===== src/rtl/ps2_scancode_rx_pkg.sv =====
// Shared definitions for the PS/2 scan-code receiver: frame FSM states,
// frame format constants and default timing parameters.
package ps2_pkg;

    typedef enum logic [1:0] {
        ST_IDLE,
        ST_DATA,
        ST_PARITY,
        ST_STOP
    } ps2_state_e;

    localparam int   PS2_DATA_BITS   = 8;
    localparam logic PS2_START_LEVEL = 1'b0;
    localparam logic PS2_STOP_LEVEL  = 1'b1;
    localparam logic PS2_ODD_PARITY  = 1'b1;

    localparam int DEFAULT_FILTER_LEN  = 8;
    localparam int DEFAULT_TIMEOUT_CYC = 20000;

    // A frame is good when the stop bit is high and data plus parity has an odd number of ones
    function automatic logic frame_ok(input logic [PS2_DATA_BITS-1:0] data,
                                      input logic                     parity,
                                      input logic                     stop);
        return (stop == PS2_STOP_LEVEL) && ((^{data, parity}) == PS2_ODD_PARITY);
    endfunction

endpackage


===== src/rtl/ps2_scancode_rx_if.sv =====
// Bundle of the PS/2 pins and the decoded scan-code outputs. The master side
// is the keyboard/decoder environment, the slave side is the receiver.
interface ps2_scancode_rx_if;
    import ps2_pkg::*;

    logic                         PS2_CLK;
    logic                         PS2_DATA;
    logic [2*PS2_DATA_BITS-1:0]   keycode;
    logic                         oflag;
    logic                         err;

    modport master (
        output PS2_CLK,
        output PS2_DATA,
        input  keycode,
        input  oflag,
        input  err
    );

    modport slave (
        input  PS2_CLK,
        input  PS2_DATA,
        output keycode,
        output oflag,
        output err
    );

endinterface


===== src/rtl/ps2_scancode_rx_line_filter.sv =====
// Two-flop synchroniser followed by a stability filter. The filtered output
// only follows the synchronised line once it has held a new level for
// FILTER_LEN consecutive cycles, so short glitches are swallowed.
module ps2_line_filter #(
    parameter int FILTER_LEN = 8
) (
    input  logic clk,
    input  logic rst,
    input  logic raw,
    output logic filt
);

    localparam int CW = $clog2(FILTER_LEN + 1);

    logic [1:0]    sync_q, sync_d;
    logic [CW-1:0] cnt_q,  cnt_d;
    logic          filt_q, filt_d;

    // Count cycles the synchronised line disagrees with the output; adopt it after FILTER_LEN
    always_comb begin
        sync_d = {sync_q[0], raw};
        cnt_d  = '0;
        filt_d = filt_q;
        if (sync_q[1] != filt_q) begin
            if (cnt_q == CW'(FILTER_LEN - 1)) begin
                filt_d = sync_q[1];
            end else begin
                cnt_d = cnt_q + 1'b1;
            end
        end
    end

    // Synchroniser, counter and output registers; idle-high line levels out of reset
    always_ff @(posedge clk or negedge rst) begin
        if (!rst) begin
            sync_q <= 2'b11;
            cnt_q  <= '0;
            filt_q <= 1'b1;
        end else begin
            sync_q <= sync_d;
            cnt_q  <= cnt_d;
            filt_q <= filt_d;
        end
    end

    assign filt = filt_q;

endmodule


===== src/rtl/ps2_scancode_rx.sv =====
// PS/2 device-to-host receiver. Filters both PS/2 lines, detects falling
// edges of the filtered clock, assembles 11-bit frames and pushes accepted
// bytes into a two-byte history. Bad or stalled frames raise err instead.
module ps2_scancode_rx
    import ps2_pkg::*;
#(
    parameter int FILTER_LEN  = DEFAULT_FILTER_LEN,
    parameter int TIMEOUT_CYC = DEFAULT_TIMEOUT_CYC
) (
    input  logic             clk,
    input  logic             rst,
    ps2_scancode_rx_if.slave bus
);

    localparam int TW = $clog2(TIMEOUT_CYC + 1);
    localparam int BW = $clog2(PS2_DATA_BITS);

    logic clk_filt;
    logic data_filt;

    ps2_line_filter #(.FILTER_LEN(FILTER_LEN)) u_clk_filter (
        .clk  (clk),
        .rst  (rst),
        .raw  (bus.PS2_CLK),
        .filt (clk_filt)
    );

    ps2_line_filter #(.FILTER_LEN(FILTER_LEN)) u_data_filter (
        .clk  (clk),
        .rst  (rst),
        .raw  (bus.PS2_DATA),
        .filt (data_filt)
    );

    logic                       clk_prev_q;
    logic                       fall_q, fall_d;
    ps2_state_e                 state_q, state_d;
    logic [BW-1:0]              bit_cnt_q, bit_cnt_d;
    logic [PS2_DATA_BITS-1:0]   shift_q, shift_d;
    logic                       parity_q, parity_d;
    logic [TW-1:0]              tmo_q, tmo_d;
    logic [2*PS2_DATA_BITS-1:0] keycode_q, keycode_d;
    logic                       oflag_q, oflag_d;
    logic                       err_q, err_d;

    assign fall_d = clk_prev_q & ~clk_filt;

    // Frame FSM: a fall always beats a coincident timeout, and err/oflag are mutually exclusive
    always_comb begin
        state_d   = state_q;
        bit_cnt_d = bit_cnt_q;
        shift_d   = shift_q;
        parity_d  = parity_q;
        keycode_d = keycode_q;
        oflag_d   = 1'b0;
        err_d     = 1'b0;
        tmo_d     = (state_q == ST_IDLE || fall_q) ? '0 : tmo_q + 1'b1;

        if (fall_q) begin
            case (state_q)
                ST_IDLE: begin
                    if (data_filt == PS2_START_LEVEL) begin
                        state_d   = ST_DATA;
                        bit_cnt_d = '0;
                        shift_d   = '0;
                    end else begin
                        err_d = 1'b1;
                    end
                end
                ST_DATA: begin
                    shift_d[bit_cnt_q] = data_filt;
                    if (bit_cnt_q == BW'(PS2_DATA_BITS - 1)) begin
                        state_d = ST_PARITY;
                    end else begin
                        bit_cnt_d = bit_cnt_q + 1'b1;
                    end
                end
                ST_PARITY: begin
                    parity_d = data_filt;
                    state_d  = ST_STOP;
                end
                ST_STOP: begin
                    if (frame_ok(shift_q, parity_q, data_filt)) begin
                        keycode_d = {keycode_q[PS2_DATA_BITS-1:0], shift_q};
                        oflag_d   = 1'b1;
                    end else begin
                        err_d = 1'b1;
                    end
                    state_d   = ST_IDLE;
                    bit_cnt_d = '0;
                end
                default: begin
                    state_d = ST_IDLE;
                end
            endcase
        end else if (state_q != ST_IDLE && tmo_q == TW'(TIMEOUT_CYC - 1)) begin
            state_d   = ST_IDLE;
            bit_cnt_d = '0;
            shift_d   = '0;
            parity_d  = 1'b0;
            tmo_d     = '0;
            err_d     = 1'b1;
        end
    end

    // Edge detector, FSM state, timeout counter and registered outputs
    always_ff @(posedge clk or negedge rst) begin
        if (!rst) begin
            clk_prev_q <= 1'b1;
            fall_q     <= 1'b0;
            state_q    <= ST_IDLE;
            bit_cnt_q  <= '0;
            shift_q    <= '0;
            parity_q   <= 1'b0;
            tmo_q      <= '0;
            keycode_q  <= '0;
            oflag_q    <= 1'b0;
            err_q      <= 1'b0;
        end else begin
            clk_prev_q <= clk_filt;
            fall_q     <= fall_d;
            state_q    <= state_d;
            bit_cnt_q  <= bit_cnt_d;
            shift_q    <= shift_d;
            parity_q   <= parity_d;
            tmo_q      <= tmo_d;
            keycode_q  <= keycode_d;
            oflag_q    <= oflag_d;
            err_q      <= err_d;
        end
    end

    assign bus.keycode = keycode_q;
    assign bus.oflag   = oflag_q;
    assign bus.err     = err_q;

endmodule


===== src/flat_wrapper.sv =====
// flat-port wrapper written by rule: the top's interface ports become plain ports
module ps2_scancode_rx_flat import ps2_pkg::*;
#(
    parameter int FILTER_LEN  = DEFAULT_FILTER_LEN,
    parameter int TIMEOUT_CYC = DEFAULT_TIMEOUT_CYC
)
  (clk, rst, bus_PS2_CLK, bus_PS2_DATA, bus_keycode, bus_oflag, bus_err);
  ps2_scancode_rx_if bus_i ();
  input  logic clk;
  input  logic rst;
  input wire logic [$bits(bus_i.PS2_CLK)-1:0] bus_PS2_CLK;
  input wire logic [$bits(bus_i.PS2_DATA)-1:0] bus_PS2_DATA;
  output wire logic [$bits(bus_i.keycode)-1:0] bus_keycode;
  output wire logic [$bits(bus_i.oflag)-1:0] bus_oflag;
  output wire logic [$bits(bus_i.err)-1:0] bus_err;
  assign bus_i.PS2_CLK = bus_PS2_CLK;
  assign bus_i.PS2_DATA = bus_PS2_DATA;
  assign bus_keycode = bus_i.keycode;
  assign bus_oflag = bus_i.oflag;
  assign bus_err = bus_i.err;
  ps2_scancode_rx #(.FILTER_LEN(FILTER_LEN), .TIMEOUT_CYC(TIMEOUT_CYC)) u_core (.clk(clk), .rst(rst), .bus(bus_i));
endmodule

===== config.mk =====
export PLATFORM = sky130hd
export DESIGN_NAME = ps2_scancode_rx_flat
export DESIGN_NICKNAME = d
export VERILOG_FILES = /design/src/rtl/ps2_scancode_rx_pkg.sv /design/src/rtl/ps2_scancode_rx_if.sv /design/src/rtl/ps2_scancode_rx_line_filter.sv /design/src/rtl/ps2_scancode_rx.sv /design/src/flat_wrapper.sv
export SDC_FILE = /design/constraint.sdc
export NUM_CORES = 1
export LEC_CHECK = 0
export BUFFER_PORTS_ARGS = -buffer_cell sky130_fd_sc_hd__buf_2
export CAP_MARGIN = 5
export CORE_MARGIN = 4
export CORE_UTILIZATION = 59
export CTS_BUF_LIST = sky130_fd_sc_hd__clkbuf_8
export CTS_CLUSTER_SIZE = 20
export DETAILED_ROUTE_END_ITERATION = 10
export PLACE_DENSITY_LB_ADDON = 0.08
export SLEW_MARGIN = 20
export SYNTH_ARGS = -nofsm -noshare
export SYNTH_HDL_FRONTEND = slang
export SYNTH_SLANG_ARGS = --single-unit

===== constraint.sdc =====
create_clock -name clk -period 2.5 [get_ports clk]
set_clock_uncertainty 0.15 [all_clocks]
set_input_delay 0.125 -clock clk [delete_from_list [all_inputs] [get_ports clk]]
set_output_delay 0.125 -clock clk [all_outputs]
set_load 0.01 [all_outputs]

## Word level (Yosys, flattened, before mapping)

Cells that the tools add are included.

- Word-level logic and storage cells: 89
- Output and inout bits: 18
- Flip-flop bits (word level): 63

- Reductions and logical operators: 15
- $add $sub $neg: 4
- Magnitude comparators: 2
- Eq/ne operators: 15
- Muxes and demuxes: 35
- Bitwise logic cells: 2

Operators by type and width:

| cell | count |
|---|---|
| 15-bit 2-to-1 mux | 3 |
| 8-bit 2-to-1 mux | 3 |
| 4-bit 2-to-1 mux | 4 |
| 8-bit case mux with 2 select lines | 1 |
| 15-bit by 1-bit adder with 15-bit output, second input constant | 1 |
| 15-bit == test, second input constant | 1 |
| 3-bit 2-to-1 mux | 4 |
| 3-bit inequality test, second input constant | 4 |
| 1-bit 2-to-1 mux | 11 |
| 3-bit case mux with 3 select lines | 1 |
| 3-bit AND reduction | 3 |
| 9-bit XOR reduction | 1 |
| 4-bit by 1-bit adder with 4-bit output, second input constant | 2 |
| 8-bit bitwise mux | 1 |
| 4-bit by 3-bit == test with 1-bit output, second input constant | 2 |
| 2-bit 2-to-1 mux | 4 |
| 2-bit case mux with 4 select lines | 1 |
| 2-bit AND reduction | 3 |
| 2-bit == test, second input constant | 2 |
| 3-bit by 4-bit < comparator with 1-bit output, second input constant | 1 |
| 4-bit inequality test, second input constant | 1 |
| 4-bit AND reduction | 1 |
| 2-bit nonzero test | 2 |
| 3-bit by 1-bit adder with 3-bit output, second input constant | 1 |
| 12 further kinds | 15 |

## Longest topological paths before layout

Gate-level depths: netlist of the first run.

- Word-level depth: 7
- Mapped depth: 7
- Gate-level depth less buffers: 6

## By module

Synthesis of the first run repeated with hierarchy kept, for this count alone.

- Cell total of the unflattened synthesis: 250
- Area, all modules: 2992.9 sq um

Modules (own cells, without submodules):

| module | area an instance (sq um) | instances | cells an instance | seq. area each (sq um) |
|---|---|---|---|---|
| ps2_scancode_rx | 2449.8 | 1 | 210 | 1227.4 |
| ps2_line_filter | 271.5 | 2 | 20 | 178.9 |

## Least setup slack after synthesis of the first run

OpenSTA, ideal clock, no wires.

- Path type: reg2reg
- From: register u_core.state_q[0]
- To: register u_core.bit_cnt_q[0]
- Period minus slack after synthesis: 2.171 ns
- Required time: 2.225 ns
- Slack: 0.329 ns
- Cell stages (with the launch flop): 8
- Arrival time: 1.896 ns
- Path buffers: 1
- Cells stage by stage: dfrtp_1 -> inv_1 -> ha_1 -> and3b_1 -> and4_1 -> buf_2 -> o22ai_1 -> mux2_2

- Longest elaborated chain between the ends: 4
- Elaborated cells on any way between the ends: 12
- Classes of those cells: eq/ne (5); mux (2); reduce/logical (5)

RTL lines:

| element | RTL line | source |
|---|---|---|
| from (decl) | ps2_scancode_rx.sv:37 | `ps2_state_e state_q, state_d;` |
| from (signal assigned) | ps2_scancode_rx.sv:122 | `state_q <= state_d;` |
| branches (longest 4 deep; another with 4-bit inequality test) | -- |  |
| to (signal assigned) | ps2_scancode_rx.sv:123 | `bit_cnt_q <= bit_cnt_d;` |
| to (decl) | ps2_scancode_rx.sv:38 | `logic [BW-1:0] bit_cnt_q, bit_cnt_d;` |

Several ways; the timed one is not identified.
A chain may end at the register's enable or synchronous reset.

## Worst setup path in the final report of the first run

Same ends and word-level chain as after synthesis.

==> results.toml, run 1 <==
[final_layout]
num_antenna_cells = 0
area_growth_pct = 14.1
layout_common_cells = "56 x dfrtp_1, 25 x nor2_1, 21 x nand2_1, 21 x buf_2, 12 x inv_1"
final_core_util_pct = 71.5
nNetsFinal = 306
layout_commonest_cell = "dfrtp_1"
drive_gt1_share_pct = 23.9
fillers = 355
register_area_um2 = 1590
multi_input_area_um2 = 1370

[power_and_ir_drop]
seqPwrFrac_pct = 47.3
switching_share_pct = 27.1
pwr-share-comb_pct = 15.8
pwr-share-clk_pct = 37.0
power_density_nw_per_um2 = 734
power.total_mw = 2.54
switching_power_mw = 0.689
p_leak_nw = 1.75
internal-power_mw = 1.86
ir_drop_v = 0.000537

[min_path]
holdPathEnd = "u_core.u_clk_filter.sync_q[1]"
hold_path.startpoint = "u_core.u_clk_filter.sync_q[0]"
holdCritPathClass = "reg2reg"
hold_depth = 0

[clock_tree]
htree_levels = 3
path_clk_slew_ns = 0.06
cts_root_buf = "clkbuf_8"
cts_tree = "built"
numCtsBuffers = 9
clock_latency_ns = 0.33
cts.sinks = 63
post_cts_buffers = 0
clockBufferDepth = 2

[yosys]
seq_area_frac_synth_pct = 52.2
synth-seq-cells = 63
ys_top_cells_by_area = "dfrtp_1 46%, dfstp_2 6.1%, mux2_4 4.4%, ha_1 4.1%, mux2_2 3.7%"
async_reset_ff_share_pct = 100
ys.flop_type = "dfrtp_1"
avgSynthCellArea_um2 = 11.5
synth_cell_types = 45
synth_area_um2 = 3040
syn_inst = 264
yosysTopAreaCell = "dfrtp_1"
yosys_warnings = 0
synth_edf_count = 0
synth_top_area_share_pct = 46.1
syn_nets = 278

[global_route]
grt_pass1_wl_mm = 8.95
grt_util_all_layers_pct = 18.4
antenna_found_initial = 0
grt_max_degree = 64
grt_pass1_vias = 1971
grt_remaining_overflow = 0

[routing]
viasPerCell = 5.55
wire_per_inst_um = 13.8
drtAntennaViolNets = 0
drt-total-wl_mm = 5.02
vias = 2022
drc = 0
firstDrtPassIters = 4
drt_iter0_markers = 148

[worst_setup_path]
worst-path-max-fanout = 8
path_cells = "inv_1 -> ha_1 -> and3b_1 -> and4_1 -> o22ai_2 -> mux2_2"
critPathLaunchType = "flop"
r2r-start = "u_core.state_q[0]"
cp-end-kind = "flop"
arrival_ns = 2.33
critical_path_class = "reg2reg"
slowest_delay_ns = 0.42
r2r_cells = 6
reg2reg_slack_ns = 0.24
crit_required_ns = 2.57
crit_slowest_cell = "dfrtp_1"
r2r-end = "u_core.bit_cnt_q[0]"

[die]
die_area_um2 = 6360
start_util_pct = 62.7
num_io_pins = 22
die_w_um = 79.8
dieHeight_um = 79.8
rows = 25
fp.coreArea_um2 = 4850

[run]
maxCapViolations = 0

[placed_design]
place_hpwl_mm = 3.45
gp_congestion = 0.863
port_buffers = 21

[sta]
tns_ns = 0
clock.fmax_mhz = 442
drv_slew = 0
fin_crit_ns = 2.26
hold_slack_ns = 0.209
finalCritPeriodShare_pct = 90.6
slew_headroom_pct = 48.9
rsz0062_at_grt = "no"
worst_pin_slew_ns = 0.766
final_hold_viol_count = 0
report.final.setup_viol = 0

[status]
status = "completed"
-- sequential cells by signal, summed over array words and instances, names as in the netlist --
name,cells
u_core.state_q,2
u_core.parity_q,1
u_core.bit_cnt_q,3
u_core.clk_prev_q,1
u_core.bus.keycode,16
u_core.tmo_q,15
u_core.bus.oflag,1
u_core.u_clk_filter.sync_q,2
u_core.u_clk_filter.cnt_q,4
u_core.fall_q,1
u_core.u_data_filter.sync_q,2
u_core.u_data_filter.cnt_q,4
u_core.bus.err,1
u_core.shift_q,8
u_core.u_clk_filter.filt,1
u_core.u_data_filter.filt,1
-- synth_stat cells, types with 5 or more instances --
master	count
dfrtp_1	56
nor2_1	25
nand2_1	21
ha_1	10
inv_1	10
mux2_2	10
a21oi_1	9
mux2_4	9
nor3_1	9
xnor2_1	9
xor2_1	9
clkbuf_1	8
dfstp_2	7
nand3_1	7
o21ai_0	6
and4_1	5
nand4_1	5
-- layer usage --
layer	global-route usage, %	up-vias	wire length [µm]	share of wire, %
li1	-	982	-	-
met1	25.6	990	2450	49
met2	26.5	39	2240	45
met3	3.72	11	217	4.3
met4	11.3	0	110	2.2
met5	0	-	0	0
-- stage by stage --
stage          instance area [µm²]  instances  worst slack (ns)
6_report                      3470        364             0.235
5_1_grt                       3470        364             0.121
4_1_cts                       3450        364             0.115
3_5_place_dp                  3210        345             0.165
3_3_place_gp                  3210        345             0.268
2_1_floorplan                 3040        264             0.329
-- power groups by stage --
stage / clock network [mW] / registers (mW) / logic, mW
finish: 0.941 / 1.20 / 0.401
floorplan: 0 / 1.19 / 0.304
global placement: 0 / 1.21 / 0.377
CTS: 0.970 / 1.20 / 0.392
global route: 1.02 / 1.22 / 0.458
detailed placement: 0 / 1.22 / 0.383
-- worst max-delay path: cells and delay by family (launching register included) --
family,cells,cell delay (ns)
AO/OA/AOI/OAI,1,0.27
adder cells (fa/ha/maj),1,0.33
multiplexers,1,0.36
flip-flops,1,0.42
AND/OR/NAND/NOR,2,0.48
buffers and inverters,1,0.13
-- what timing repair did --
action	CTS	global route
endpoints found under the hold margin	58	0
endpoints found under the setup margin	0	1
gates resized for setup	0	1
hold buffers	3	0
-- cells by family (layout without fill, tap and decap cells) --
family	Yosys count	after routing	share of synthesized area, %
compound gates	35	35	7.87
xor+xnor	21	21	7.54
fa+ha+maj	10	10	4.12
buf+inv	20	53	3.05
flops	63	63	52.2
mux	24	24	10.2
simple gates	91	91	15.0
-- worst max path at each step --
stage,from,endpoint,slack (ns),cells past startpoint
after CTS,u_core.state_q[0],u_core.shift_q[1],0.12,6
after global placement,u_core.state_q[0],u_core.shift_q[1],0.27,6
after global routing,u_core.state_q[0],u_core.bit_cnt_q[0],0.12,6
after floorplan,u_core.state_q[0],u_core.bit_cnt_q[0],0.33,7
after detailed placement,u_core.state_q[0],u_core.shift_q[1],0.17,6
final,u_core.state_q[0],u_core.bit_cnt_q[0],0.24,6
-- final cells by class --
class / instances / area share [%]
clock buffer: 10 / 3.97
clock inverter: 6 / 2.24
inverter: 10 / 1.08
multi-input combinational: 181 / 39.6
sequential: 63 / 45.7
tap: 67 / 2.42
timing repair buffer: 27 / 4.91
(Power assumes the default switching activity.)
==> inputs of run 2 (changes only) <==
- CELL_PAD_IN_SITES_DETAIL_PLACEMENT: unset -> 1
- CELL_PAD_IN_SITES_GLOBAL_PLACEMENT: unset -> 2
- CORE_UTILIZATION: 59 -> 42
- SLEW_MARGIN: 20 -> unset
==> results.toml, run 2 (synthesized netlist as in run 1, its figures left out) <==
[placed_design]
port_buffers = 21
gp_congestion = 0.760
place_hpwl_mm = 4.06

[die]
dieHeight_um = 93.0
num_io_pins = 22
die_w_um = 93.0
fp.coreArea_um2 = 6910
die_area_um2 = 8660
start_util_pct = 44.0
rows = 30

[worst_setup_path]
r2r-end = "u_core.shift_q[1]"
r2r_cells = 7
crit_required_ns = 2.57
cp_top_family = "simple AND/OR/NAND/NOR gates"
crit_slowest_cell = "dfrtp_1"
r2r-start = "u_core.state_q[0]"
reg2reg_slack_ns = 0.39
path_cells = "inv_1 -> ha_1 -> and3b_1 -> and4_1 -> o32ai_1 -> buf_4 -> a211o_2"
slowest_delay_ns = 0.41
arrival_ns = 2.19
cp-end-kind = "flop"
critical_path_class = "reg2reg"
critPathLaunchType = "flop"
worstPathBufferInverterCount = 2
worst-path-max-fanout = 8

[routing]
vias = 2047
viasPerCell = 5.16
drt-total-wl_mm = 5.80
drtAntennaViolNets = 0
drc = 0
drt_iter0_markers = 57
firstDrtPassIters = 4
wire_per_inst_um = 14.6

[final_layout]
area_growth_pct = 15.1
nNetsFinal = 310
layout_common_cells = "56 x dfrtp_1, 25 x nor2_1, 21 x nand2_1, 21 x buf_2, 12 x inv_1"
num_antenna_cells = 0
layout_commonest_cell = "dfrtp_1"
final_core_util_pct = 50.6
largest_reg_flops = 16
drive_gt1_share_pct = 24.3

[sta]
clock.fmax_mhz = 473
drv_slew = 0
report.final.setup_viol = 0
rsz0062_at_grt = "no"
slew_headroom_pct = 53.0
fin_crit_ns = 2.11
finalCritPeriodShare_pct = 84.6
final_hold_viol_count = 0
worst_pin_slew_ns = 0.705
tns_ns = 0

[power_and_ir_drop]
ir_drop_v = 0.000398
p_leak_nw = 1.75
power_density_nw_per_um2 = 705

[global_route]
antenna_found_initial = 0
grt_pass1_vias = 2081
grt_pass1_wl_mm = 10.2
grt_remaining_overflow = 0
grt_util_all_layers_pct = 15.1
grt_max_degree = 35

[min_path]
holdCritPathClass = "reg2reg"
hold_depth = 0
holdPathEnd = "u_core.u_clk_filter.sync_q[1]"
hold_path.startpoint = "u_core.u_clk_filter.sync_q[0]"

[clock_tree]
htree_levels = 3
clockBufferDepth = 2
numCtsBuffers = 9
post_cts_buffers = 0
cts.sinks = 63
post_cts_resized = 0
clock_latency_ns = 0.34
cts_tree = "built"
cts_root_buf = "clkbuf_8"
path_clk_slew_ns = 0.07

[status]
status = "completed"

[run]
maxCapViolations = 0
## run 2: cell count changes in the layout (fill, tap and decap cells not counted), sizes merged
cell and delta:
bufinv -1, clkbuf -1, clkinv +2, buf +4
## run 2: area by class of cell
cell class / count / area (µm²)
Fill cell: 783 / 3410
Tap cell: 96 / 120
Multi-Input combinational cell: 181 / 1360
Sequential cell: 63 / 1590
Timing Repair Buffer: 31 / 213
Clock inverter: 7 / 57.6
Inverter: 10 / 37.5
Clock buffer: 9 / 124
## run 2: worst max path at each step
stage | start | end | slack (ns) | cells past startpoint
final | u_core.state_q[0] | u_core.shift_q[1] | 0.39 | 7
after global placement | u_core.state_q[0] | u_core.shift_q[1] | 0.41 | 7
after global routing | u_core.state_q[0] | u_core.shift_q[1] | 0.29 | 7
after detailed placement | u_core.shift_q[1] | u_core.bus.keycode[1] | 0.38 | 5
after CTS | u_core.state_q[0] | u_core.shift_q[1] | 0.36 | 7
after floorplan | u_core.state_q[0] | u_core.bit_cnt_q[0] | 0.33 | 7
## run 2: repair_timing
action,4_1_cts,5_1_grt
endpoints found under the hold margin,31,0
hold buffers,3,0
setup endpoints to repair,0,0
## run 2: worst register-to-register path: cells and delay by family (launching register included)
kind	cells	cell delay (ns)
compound gates	2	0.45
buf+inv	2	0.28
fa+ha+maj	1	0.22
flops	1	0.41
simple gates	2	0.51
## run 2: per-layer routing
metal / track usage [%] / share of wire [%]
met3: 3.22 / 3.8
met5: 0 / 0
met4: 8.06 / 2.3
met1: 21.6 / 52
met2: 21.2 / 42
## run 2: through the flow
step                hold slack, ns  total power [mW]  instances  area, µm²  setup WS [ns]
global placement            0.0624              1.64        378       3290          0.407
CTS                          0.211              2.52        397       3500          0.362
finish                       0.209              2.46        397       3500          0.385
detailed placement          0.0755              1.65        378       3290          0.384
global route                 0.220              2.63        397       3500          0.295
floorplan                   -0.321              1.49        264       3040          0.329
## run 2: power by group
part | total, mW | switching [mW] | internal [mW]
logic | 0.429 | 0.254 | 0.175
registers | 1.20 | 0.0791 | 1.12
clock network | 0.833 | 0.387 | 0.446
